[src/rtl/apb_cmd_master_if.sv]
`default_nettype none
`timescale 1ns/1ps
// ============================================================================
// apb_cmd_master_if : command/response stream plus APB3 bus bundle
// Revision: 1.0
// ============================================================================
interface apb_cmd_master_if #(
  parameter int ADDR_WIDTH = 8,
  parameter int DATA_WIDTH = 32,
  parameter int NUM_SEL    = 2,
  parameter int CMD_DEPTH  = 4
);
  logic                          cmd_valid;
  logic                          cmd_ready;
  logic                          cmd_write;
  logic [ADDR_WIDTH-1:0]         cmd_addr;
  logic [DATA_WIDTH-1:0]         cmd_wdata;
  logic [$clog2(CMD_DEPTH):0]    cmd_level;
  logic                          rsp_valid;
  logic                          rsp_ready;
  logic                          rsp_write;
  logic [DATA_WIDTH-1:0]         rsp_rdata;
  logic                          rsp_err;
  logic                          rsp_timeout;
  logic                          busy;
  logic [ADDR_WIDTH-1:0]         PADDR;
  logic                          PWRITE;
  logic [NUM_SEL-1:0]            PSEL;
  logic                          PENABLE;
  logic [DATA_WIDTH-1:0]         PWDATA;
  logic [NUM_SEL*DATA_WIDTH-1:0] PRDATA;
  logic [NUM_SEL-1:0]            PREADY;
  logic [NUM_SEL-1:0]            PSLVERR;

  modport master (
    input  cmd_valid, cmd_write, cmd_addr, cmd_wdata, rsp_ready, PRDATA, PREADY, PSLVERR,
    output cmd_ready, cmd_level, rsp_valid, rsp_write, rsp_rdata, rsp_err, rsp_timeout,
           busy, PADDR, PWRITE, PSEL, PENABLE, PWDATA
  );

  modport slave (
    output cmd_valid, cmd_write, cmd_addr, cmd_wdata, rsp_ready, PRDATA, PREADY, PSLVERR,
    input  cmd_ready, cmd_level, rsp_valid, rsp_write, rsp_rdata, rsp_err, rsp_timeout,
           busy, PADDR, PWRITE, PSEL, PENABLE, PWDATA
  );
endinterface
`default_nettype wire

[src/rtl/apb_cmd_master.sv]
`default_nettype none
`timescale 1ns/1ps
// ============================================================================
// apb_cmd_master : FIFO-buffered command stream to APB3 master with wait
//                  states, slave errors, address decode and timeout
// Revision: 1.0
// ============================================================================
module apb_cmd_master #(
  parameter int ADDR_WIDTH     = 8,
  parameter int DATA_WIDTH     = 32,
  parameter int NUM_SEL        = 2,
  parameter int SEL_SHIFT      = 6,
  parameter int CMD_DEPTH      = 4,
  parameter int TIMEOUT_CYCLES = 16
) (
  input  logic             clk_i,
  input  logic             reset_i,
  apb_cmd_master_if.master bus
);
  localparam int c_PTR_W  = $clog2(CMD_DEPTH);
  localparam int c_WAIT_W = $clog2(TIMEOUT_CYCLES + 2);
  localparam int c_CMD_W  = 1 + ADDR_WIDTH + DATA_WIDTH;
  localparam logic [c_WAIT_W-1:0] c_WAIT_LAST = c_WAIT_W'(TIMEOUT_CYCLES - 1);
  localparam logic [c_WAIT_W-1:0] c_WAIT_ONE  = c_WAIT_W'(1);
  localparam logic [c_PTR_W:0]    c_PTR_ONE   = (c_PTR_W + 1)'(1);
  localparam logic [c_PTR_W:0]    c_FULL_LVL  = (c_PTR_W + 1)'(CMD_DEPTH);

  typedef enum logic [1:0] {
    IDLE   = 2'd0,
    SETUP  = 2'd1,
    ACCESS = 2'd2
  } state_t;

  state_t                  state_q, state_d;
  logic [c_CMD_W-1:0]      mem_q [CMD_DEPTH];
  logic [c_PTR_W:0]        wr_ptr_q, rd_ptr_q, vis_ptr_q;
  logic [c_PTR_W:0]        level;
  logic                    full, avail, push, pop;
  logic                    head_write;
  logic [ADDR_WIDTH-1:0]   head_addr;
  logic [DATA_WIDTH-1:0]   head_wdata;
  logic [NUM_SEL-1:0]      head_sel;
  logic                    sel_ready, sel_err;
  logic [DATA_WIDTH-1:0]   sel_rdata;

  logic [ADDR_WIDTH-1:0]   paddr_q, paddr_d;
  logic                    pwrite_q, pwrite_d;
  logic [DATA_WIDTH-1:0]   pwdata_q, pwdata_d;
  logic [NUM_SEL-1:0]      psel_q, psel_d;
  logic                    penable_q, penable_d;
  logic [c_WAIT_W-1:0]     wait_q, wait_d;
  logic                    rsp_valid_q, rsp_valid_d;
  logic                    rsp_write_q, rsp_write_d;
  logic [DATA_WIDTH-1:0]   rsp_rdata_q, rsp_rdata_d;
  logic                    rsp_err_q, rsp_err_d;
  logic                    rsp_timeout_q, rsp_timeout_d;

  assign level = wr_ptr_q - rd_ptr_q;
  assign full  = (level == c_FULL_LVL);
  assign push  = bus.cmd_valid & ~full;
  // vis_ptr lags wr_ptr by one edge so a fresh entry is only poppable a cycle after it lands
  assign avail = (vis_ptr_q != rd_ptr_q);
  assign {head_write, head_addr, head_wdata} = mem_q[rd_ptr_q[c_PTR_W-1:0]];

  always_ff @(posedge clk_i) begin
    if (push) begin
      mem_q[wr_ptr_q[c_PTR_W-1:0]] <= {bus.cmd_write, bus.cmd_addr, bus.cmd_wdata};
    end
  end

  always_comb begin
    head_sel = '0;
    for (int i = 0; i < NUM_SEL; i++) begin
      head_sel[i] = ((head_addr >> SEL_SHIFT) == ADDR_WIDTH'(i));
    end
  end

  always_comb begin
    sel_ready = 1'b0;
    sel_err   = 1'b0;
    sel_rdata = '0;
    for (int i = 0; i < NUM_SEL; i++) begin
      if (psel_q[i]) begin
        sel_ready = sel_ready | bus.PREADY[i];
        sel_err   = sel_err | bus.PSLVERR[i];
        sel_rdata = sel_rdata | bus.PRDATA[i*DATA_WIDTH +: DATA_WIDTH];
      end
    end
  end

  always_comb begin
    state_d       = state_q;
    pop           = 1'b0;
    paddr_d       = paddr_q;
    pwrite_d      = pwrite_q;
    pwdata_d      = pwdata_q;
    psel_d        = psel_q;
    penable_d     = penable_q;
    wait_d        = wait_q;
    rsp_valid_d   = rsp_valid_q & ~bus.rsp_ready;
    rsp_write_d   = rsp_write_q;
    rsp_rdata_d   = rsp_rdata_q;
    rsp_err_d     = rsp_err_q;
    rsp_timeout_d = rsp_timeout_q;
    case (state_q)
      IDLE: begin
        if (avail && (!rsp_valid_q || bus.rsp_ready)) begin
          pop = 1'b1;
          if (|head_sel) begin
            state_d  = SETUP;
            psel_d   = head_sel;
            paddr_d  = head_addr;
            pwrite_d = head_write;
            pwdata_d = head_wdata;
          end else begin
            rsp_valid_d   = 1'b1;
            rsp_write_d   = head_write;
            rsp_rdata_d   = '0;
            rsp_err_d     = 1'b1;
            rsp_timeout_d = 1'b0;
          end
        end
      end
      SETUP: begin
        state_d   = ACCESS;
        penable_d = 1'b1;
        wait_d    = '0;
      end
      ACCESS: begin
        if (sel_ready) begin
          state_d       = IDLE;
          psel_d        = '0;
          penable_d     = 1'b0;
          rsp_valid_d   = 1'b1;
          rsp_write_d   = pwrite_q;
          rsp_rdata_d   = (!pwrite_q && !sel_err) ? sel_rdata : '0;
          rsp_err_d     = sel_err;
          rsp_timeout_d = 1'b0;
        end else if ((TIMEOUT_CYCLES != 0) && (wait_q == c_WAIT_LAST)) begin
          state_d       = IDLE;
          psel_d        = '0;
          penable_d     = 1'b0;
          rsp_valid_d   = 1'b1;
          rsp_write_d   = pwrite_q;
          rsp_rdata_d   = '0;
          rsp_err_d     = 1'b1;
          rsp_timeout_d = 1'b1;
        end else begin
          wait_d = wait_q + c_WAIT_ONE;
        end
      end
      default: state_d = IDLE;
    endcase
  end

  always_ff @(posedge clk_i or posedge reset_i) begin
    if (reset_i) begin
      state_q       <= IDLE;
      wr_ptr_q      <= '0;
      rd_ptr_q      <= '0;
      vis_ptr_q     <= '0;
      paddr_q       <= '0;
      pwrite_q      <= 1'b0;
      pwdata_q      <= '0;
      psel_q        <= '0;
      penable_q     <= 1'b0;
      wait_q        <= '0;
      rsp_valid_q   <= 1'b0;
      rsp_write_q   <= 1'b0;
      rsp_rdata_q   <= '0;
      rsp_err_q     <= 1'b0;
      rsp_timeout_q <= 1'b0;
    end else begin
      state_q       <= state_d;
      if (push) wr_ptr_q <= wr_ptr_q + c_PTR_ONE;
      if (pop)  rd_ptr_q <= rd_ptr_q + c_PTR_ONE;
      vis_ptr_q     <= wr_ptr_q;
      paddr_q       <= paddr_d;
      pwrite_q      <= pwrite_d;
      pwdata_q      <= pwdata_d;
      psel_q        <= psel_d;
      penable_q     <= penable_d;
      wait_q        <= wait_d;
      rsp_valid_q   <= rsp_valid_d;
      rsp_write_q   <= rsp_write_d;
      rsp_rdata_q   <= rsp_rdata_d;
      rsp_err_q     <= rsp_err_d;
      rsp_timeout_q <= rsp_timeout_d;
    end
  end

  assign bus.cmd_ready   = ~full;
  assign bus.cmd_level   = level;
  assign bus.rsp_valid   = rsp_valid_q;
  assign bus.rsp_write   = rsp_write_q;
  assign bus.rsp_rdata   = rsp_rdata_q;
  assign bus.rsp_err     = rsp_err_q;
  assign bus.rsp_timeout = rsp_timeout_q;
  assign bus.busy        = (state_q != IDLE) | (level != '0) | rsp_valid_q;
  assign bus.PADDR       = paddr_q;
  assign bus.PWRITE      = pwrite_q;
  assign bus.PWDATA      = pwdata_q;
  assign bus.PSEL        = psel_q;
  assign bus.PENABLE     = penable_q;
endmodule
`default_nettype wire
[src/flat_wrapper.sv]
// flat-port wrapper written by rule: the top's interface ports become plain ports
module apb_cmd_master_flat 
#(
  parameter int ADDR_WIDTH     = 8,
  parameter int DATA_WIDTH     = 32,
  parameter int NUM_SEL        = 2,
  parameter int SEL_SHIFT      = 6,
  parameter int CMD_DEPTH      = 4,
  parameter int TIMEOUT_CYCLES = 16
)
  (clk_i, reset_i, bus_cmd_valid, bus_cmd_write, bus_cmd_addr, bus_cmd_wdata, bus_rsp_ready, bus_PRDATA, bus_PREADY, bus_PSLVERR, bus_cmd_ready, bus_cmd_level, bus_rsp_valid, bus_rsp_write, bus_rsp_rdata, bus_rsp_err, bus_rsp_timeout, bus_busy, bus_PADDR, bus_PWRITE, bus_PSEL, bus_PENABLE, bus_PWDATA);
  apb_cmd_master_if #(.ADDR_WIDTH(ADDR_WIDTH), .DATA_WIDTH(DATA_WIDTH), .NUM_SEL(NUM_SEL), .CMD_DEPTH(CMD_DEPTH)) bus_i ();
  input  logic clk_i;
  input  logic reset_i;
  input wire logic [$bits(bus_i.cmd_valid)-1:0] bus_cmd_valid;
  input wire logic [$bits(bus_i.cmd_write)-1:0] bus_cmd_write;
  input wire logic [$bits(bus_i.cmd_addr)-1:0] bus_cmd_addr;
  input wire logic [$bits(bus_i.cmd_wdata)-1:0] bus_cmd_wdata;
  input wire logic [$bits(bus_i.rsp_ready)-1:0] bus_rsp_ready;
  input wire logic [$bits(bus_i.PRDATA)-1:0] bus_PRDATA;
  input wire logic [$bits(bus_i.PREADY)-1:0] bus_PREADY;
  input wire logic [$bits(bus_i.PSLVERR)-1:0] bus_PSLVERR;
  output wire logic [$bits(bus_i.cmd_ready)-1:0] bus_cmd_ready;
  output wire logic [$bits(bus_i.cmd_level)-1:0] bus_cmd_level;
  output wire logic [$bits(bus_i.rsp_valid)-1:0] bus_rsp_valid;
  output wire logic [$bits(bus_i.rsp_write)-1:0] bus_rsp_write;
  output wire logic [$bits(bus_i.rsp_rdata)-1:0] bus_rsp_rdata;
  output wire logic [$bits(bus_i.rsp_err)-1:0] bus_rsp_err;
  output wire logic [$bits(bus_i.rsp_timeout)-1:0] bus_rsp_timeout;
  output wire logic [$bits(bus_i.busy)-1:0] bus_busy;
  output wire logic [$bits(bus_i.PADDR)-1:0] bus_PADDR;
  output wire logic [$bits(bus_i.PWRITE)-1:0] bus_PWRITE;
  output wire logic [$bits(bus_i.PSEL)-1:0] bus_PSEL;
  output wire logic [$bits(bus_i.PENABLE)-1:0] bus_PENABLE;
  output wire logic [$bits(bus_i.PWDATA)-1:0] bus_PWDATA;
  assign bus_i.cmd_valid = bus_cmd_valid;
  assign bus_i.cmd_write = bus_cmd_write;
  assign bus_i.cmd_addr = bus_cmd_addr;
  assign bus_i.cmd_wdata = bus_cmd_wdata;
  assign bus_i.rsp_ready = bus_rsp_ready;
  assign bus_i.PRDATA = bus_PRDATA;
  assign bus_i.PREADY = bus_PREADY;
  assign bus_i.PSLVERR = bus_PSLVERR;
  assign bus_cmd_ready = bus_i.cmd_ready;
  assign bus_cmd_level = bus_i.cmd_level;
  assign bus_rsp_valid = bus_i.rsp_valid;
  assign bus_rsp_write = bus_i.rsp_write;
  assign bus_rsp_rdata = bus_i.rsp_rdata;
  assign bus_rsp_err = bus_i.rsp_err;
  assign bus_rsp_timeout = bus_i.rsp_timeout;
  assign bus_busy = bus_i.busy;
  assign bus_PADDR = bus_i.PADDR;
  assign bus_PWRITE = bus_i.PWRITE;
  assign bus_PSEL = bus_i.PSEL;
  assign bus_PENABLE = bus_i.PENABLE;
  assign bus_PWDATA = bus_i.PWDATA;
  apb_cmd_master #(.ADDR_WIDTH(ADDR_WIDTH), .DATA_WIDTH(DATA_WIDTH), .NUM_SEL(NUM_SEL), .SEL_SHIFT(SEL_SHIFT), .CMD_DEPTH(CMD_DEPTH), .TIMEOUT_CYCLES(TIMEOUT_CYCLES)) u_core (.clk_i(clk_i), .reset_i(reset_i), .bus(bus_i));
endmodule
[config.mk]
export PLATFORM = sky130hd
export DESIGN_NAME = apb_cmd_master_flat
export DESIGN_NICKNAME = d
export VERILOG_FILES = /design/src/rtl/apb_cmd_master_if.sv /design/src/rtl/apb_cmd_master.sv /design/src/flat_wrapper.sv
export SDC_FILE = /design/constraint.sdc
export NUM_CORES = 1
export LEC_CHECK = 0
export CORE_UTILIZATION = 40
export DETAILED_ROUTE_END_ITERATION = 6
export DONT_BUFFER_PORTS = 1
export HOLD_SLACK_MARGIN = 0.12
export SLEW_MARGIN = 0
export SYNTH_ARGS = -nofsm -noshare
export SYNTH_HDL_FRONTEND = slang
export SYNTH_SLANG_ARGS = --single-unit
[constraint.sdc]
create_clock -name clk_i -period 4 [get_ports clk_i]
set_input_delay 0.6 -clock clk_i [delete_from_list [all_inputs] [get_ports clk_i]]
set_output_delay 0.6 -clock clk_i [all_outputs]
set_load 0.1 [all_outputs]
Yosys cells after proc, flatten, opt, wreduce, memory -nomap -nowiden
Memory sizes are Yosys's and may differ from the RTL's.
Index checks and enable logic that the tools add are counted.

operators by class
  add/subtract/negate cells = 4
  muxes and demuxes = 49
  reductions and logical operators = 19
  bitwise operators = 9
  equality and inequality tests = 12

operators with widths
  cell                   number
  $mux W32               7
  $pmux W32 S2           1
  $or A32 B32 Y32        1
  $mux W1                25
  $mux W2                6
  $mux W5                2
  $pmux W1 S2            5
  $pmux W5 S2            1
  $reduce_and A3 Y1      3
  $logic_not A8 Y1       1
  $reduce_and A4 Y1      2
  $add A3 B1 Y3 const B  2
  $ne A2 B2 Y1 const B   3
  $pmux W2 S3            1
  $reduce_bool A2 Y1     3
  $add A5 B1 Y5 const B  1
  $eq A5 B4 Y1 const B   1
  $eq A2 B1 Y1 const B   2
  $ne A2 B1 Y1 const B   2
  $or A1 B1 Y1           4
  $pmux W2 S2            1
  $eq A3 B3 Y1 const B   1
  $logic_not A1 Y1       3
  $ne A3 B1 Y1 const B   1
  11 further kinds       14

storage, ports and cells
  memories = 1
  input port bits = 113
  output and inout bits = 85
  bits in registers = 96
  RAM bits = 164
  logic and storage cells = 109

memory list
  memory        depth  bits a word  rd ports  clocked after Yosys merged registers in  write ports  line                  source
  u_core.mem_q  4      41           1         0                                        1            apb_cmd_master.sv:35  logic [c_CMD_W-1:0] mem_q [CMD_DEPTH];

Depth between registers and ports, before layout
  word-level depth = 8
  gate-level depth with buffers = 8
  depth with buffers taken out = 7

Least setup slack after synthesis
Ideal clock, no wire load.

  path kind = reg-to-reg
  start = register u_core.wr_ptr_q[0]
  end = register u_core.wr_ptr_q[2]
  period minus slack after synthesis = 4.571 ns
  buffers on the path = 0
  path slack = -0.571 ns
  data required time = 3.811 ns
  library setup time = 0.189 ns
  data arrival time = 4.381 ns
  stages on the path, launching flop included = 8
  cell sequence = dfrtp_1 -> inv_1 -> ha_1 -> fa_1 -> xor3_1 -> nand3_1 -> and3_1 -> xor2_1

between the ends
  cells in the longest elaborated chain, start to end = 4
  elaborated cells on any way between the ends = 5
  classes of those cells = add/sub: 2; eq/ne: 1; bitwise: 2

RTL lines
  item                        line                   source
  start: declaration          apb_cmd_master.sv:36   logic [c_PTR_W:0] wr_ptr_q, rd_ptr_q, vis_ptr_q;
  start signal: assignment    apb_cmd_master.sv:175  if (push) wr_ptr_q <= wr_ptr_q + c_PTR_ONE;
  $sub A3 B3 Y3               apb_cmd_master.sv:58   assign level = wr_ptr_q - rd_ptr_q;
  named net bus_cmd_level[2]  flat_wrapper.sv:24     output wire logic [$bits(bus_i.cmd_level)-1:0] bus_cmd_level;
  $eq A3 B3 Y1                apb_cmd_master.sv:59   assign full = (level == c_FULL_LVL);
  $not A1 Y1                  --
  named net bus_cmd_ready     flat_wrapper.sv:23     output wire logic [$bits(bus_i.cmd_ready)-1:0] bus_cmd_ready;
  $and A1 B1 Y1               apb_cmd_master.sv:60   assign push = bus.cmd_valid & ~full;

The timed path passes the listed nets, and every way through them passes these cells.
A chain may end at the register's enable or synchronous reset.

Worst setup path after layout
  start = register u_core.rd_ptr_q[0]
  end = output bus_busy

between the ends
  cells in the longest elaborated chain, start to end = 4

RTL lines
  item                        line                   source
  start: declaration          apb_cmd_master.sv:36
  start signal: assignment    apb_cmd_master.sv:176  if (pop) rd_ptr_q <= rd_ptr_q + c_PTR_ONE;
  $sub A3 B3 Y3               apb_cmd_master.sv:58
  $reduce_bool A3 Y1          apb_cmd_master.sv:199  assign bus.busy = (state_q != IDLE) | (level != '0) | rsp_valid_q;
  $or A1 B1 Y1 (2 in series)  apb_cmd_master.sv:199
  end: declaration            flat_wrapper.sv:30     output wire logic [$bits(bus_i.busy)-1:0] bus_busy;

No other way between the ends.

==> results.ini <==
[outcome]
status = completed

[sta]
finalSetupTns_ps = 0
final-setup-viol-count = 0
max_freq_mhz = 293
slew_headroom = 0.175
fin_crit_ps = 3410
tightest_slew_ps = 1240
rsz0062_at_grt = no
maxSlewViolCount = 0
timing.final.crit_share = 0.852
hold_violations = 0
skew_ps = 26.0

[setup_path]
worstPathMaxFanout = 11
worstPathRequired_ps = 3400
critPathKind = flip-flop to output port
slowest_delay_ps = 580
cp-end-kind = output port
arrival_ps = 2810
crit_start = u_core.rd_ptr_q[0]$_DFFE_PP0P_
path_cells = ha_1 -> fa_1 -> xor3_2 -> or4_1 -> buf_4
start_kind = flip-flop
reg2reg_from = u_core.rd_ptr_q[0]$_DFFE_PP0P_
cp_slowest_cell = dfrtp_4

[place]
place.gp.congestion = 0.744
place_area_sq_um = 10900
port_buffers = 0
hpwl_microns = 13000

[yosys]
synth-main-ff-cell = edfxtp_1
syn-num-nets = 707
ys_warn_count = 0
netlist_area_sq_um = 10500
yosys.cell_types.count = 51
ys_seq_area_frac = 0.697
yosys_register_bits = 260
avgSynthCellArea_sq_um = 18.1
synthCells = 582
synth_edf_count = 164
synthArstFlopShare = 0.369

[floorplanning]
io_pins = 198
die_h_microns = 164
die_area_sq_um = 27000
coreArea_sq_um = 25500
core.rowCount = 58
dieWidth_microns = 164
start_util = 0.413

[cells_and_area]
drive_gt1_frac = 0.240
regArea_sq_um = 7330
multiInputGateArea_sq_um = 2970
num_antenna_cells = 0
nFillCells = 2118
layout-area-overhead-vs-synth_pct = 15.8
finish.instance_area_sq_um = 12200
final_util = 0.478
final_cell_mix = edfxtp_1, dfrtp_1, mux4_2
layout.nets = 756
final_common_cell = edfxtp_1

[clocking]
cts_setup_buffers = 0
cts_buffers = 28
clock_sinks = 260
clk_latency_ps = 550
cts_root_buf = clkbuf_16
cts_tree = yes
cts_max_level = 1
path_clk_slew_ps = 60
clockBufferDepth = 3

[detailed_routing]
first_pass_iters = 6
route.detailed.drc = 0
wl_per_cell_microns = 21.4
drt-initial-drc-count = 286
via_per_inst = 5.53
drt_wl_total_microns = 21000
ant_nets = 0
num_vias = 5437

[global_route]
track_usage = 0.156
grt_remaining_overflow = 0
grt_max_degree = 76
grt_pass1_vias = 5675
grt_pass1_wl_microns = 31700
antenna_found_initial = 0

[job]
maxCapViolCount = 0

[hold_path]
holdCritPathClass = primary input to async pin

-- stage by stage --
| step | std cells | worst slack, ps | hold slack [ps] |
|---|---|---|---|
| after floorplan | 582 | 303 | 394 |
| after global placement | 893 | 899 | 425 |
| after detailed placement | 893 | 839 | 426 |
| after CTS | 979 | 530 | 125 |
| after global routing | 983 | 490 | 123 |
| final | 983 | 590 | 139 |
-- worst max-delay path: cells and delay by family (launching register included) --
family	cells	cell delay, ps
xor gates and xnor gates	1	270
adders and majority gates	2	690
buffers and inverters	1	250
DFF	1	580
and+or+nand+nor	1	480
-- cells by family (layout without fill, tap and decap cells) --
logic type	Yosys count	in the layout	share of synthesized area
simple gates	67	67	0.0295
mux	84	84	0.147
fa+ha+maj	12	12	0.0150
compound gates	100	100	0.0804
buf+inv	51	122	0.0239
xor+xnor	8	8	0.00809
flops	260	260	0.697
-- area by class of cell --
class	count	share of cell area
Inverter	14	0.00452
Multi-Input combinational cell	271	0.244
Timing Repair Buffer	56	0.0433
Clock buffer	32	0.0587
Clock inverter	20	0.0137
Tap cell	330	0.0339
Sequential cell	260	0.602
-- path summary, 6_finish.rpt --
| path | end | slack [ps] | depth (start not counted) |
|---|---|---|---|
| setup / recovery | bus_busy | 590 | 5 |
| max in group asynchronous | u_core.bus.PADDR[7]$_DFFE_PP0P_ | 2870 | 2 |
| setup reg to reg | u_core.mem_q[2][27]$_DFFE_PP_ | 890 | 7 |
| hold / removal | u_core.bus.PWDATA[0]$_DFFE_PP0P_ | 140 | 1 |
| min in group clk_i | u_core.mem_q[1][0]$_DFFE_PP_ | 160 | 0 |
| hold reg to reg | u_core.vis_ptr_q[2]$_DFF_PP0_ | 430 | 0 |
-- state kept, by name (all words and copies together), names as in the netlist --
signal                  count
u_core.bus.PADDR            8
u_core.wr_ptr_q             3
u_core.bus.rsp_write        1
u_core.bus.rsp_timeout      1
u_core.bus.PSEL             2
u_core.vis_ptr_q            3
u_core.rd_ptr_q             3
u_core.state_q              2
u_core.bus.PWRITE           1
u_core.bus.rsp_err          1
u_core.bus.rsp_rdata       32
u_core.mem_q              164
u_core.bus.PENABLE          1
u_core.wait_q               5
u_core.bus.rsp_valid        1
u_core.bus.PWDATA          32
-- Yosys cell counts (2+ instances only) --
library cell | number | share of area
o22ai_1 | 3 | 0.0018
nor2_1 | 36 | 0.013
clkbuf_1 | 16 | 0.0057
o32ai_1 | 2 | 0.0017
ha_1 | 11 | 0.013
o311ai_0 | 2 | 0.0017
edfxtp_1 | 164 | 0.47
inv_1 | 13 | 0.0046
a22oi_1 | 33 | 0.024
xor2_1 | 4 | 0.0033
nand2b_1 | 2 | 0.0012
nand3_1 | 3 | 0.0014
and2_1 | 2 | 0.0012
buf_2 | 9 | 0.0043
mux2_4 | 36 | 0.051
a22o_1 | 3 | 0.0025
o21ai_0 | 7 | 0.0033
and3_1 | 7 | 0.0042
dfrtp_1 | 96 | 0.23
o2bb2ai_1 | 3 | 0.0025
nand2_1 | 12 | 0.0043
buf_1 | 4 | 0.0014
a32o_1 | 32 | 0.030
buf_4 | 3 | 0.0021
xnor2_1 | 3 | 0.0025
mux4_2 | 41 | 0.088
mux2_2 | 6 | 0.0064
buf_6 | 5 | 0.0054
a21oi_1 | 2 | 0.00095
-- timing repair --
item | CTS | global route
hold buffers | 34 | 4
gates resized for setup | 0 | 0
endpoints found under the hold margin | 134 | 11
-- layer usage --
| metal | vias up | GRT usage | routed length, microns |
|---|---|---|---|
| met5 | - | 0 | 0 |
| met3 | 28 | 0.0518 | 1750 |
| met2 | 196 | 0.283 | 10800 |
| li1 | 2429 | - | - |
| met4 | 0 | 0.0383 | 460 |
| met1 | 2784 | 0.176 | 8040 |
Power is not shown: default switching activity piles up to over one toggle a cycle in this logic, so the estimate is an artifact.
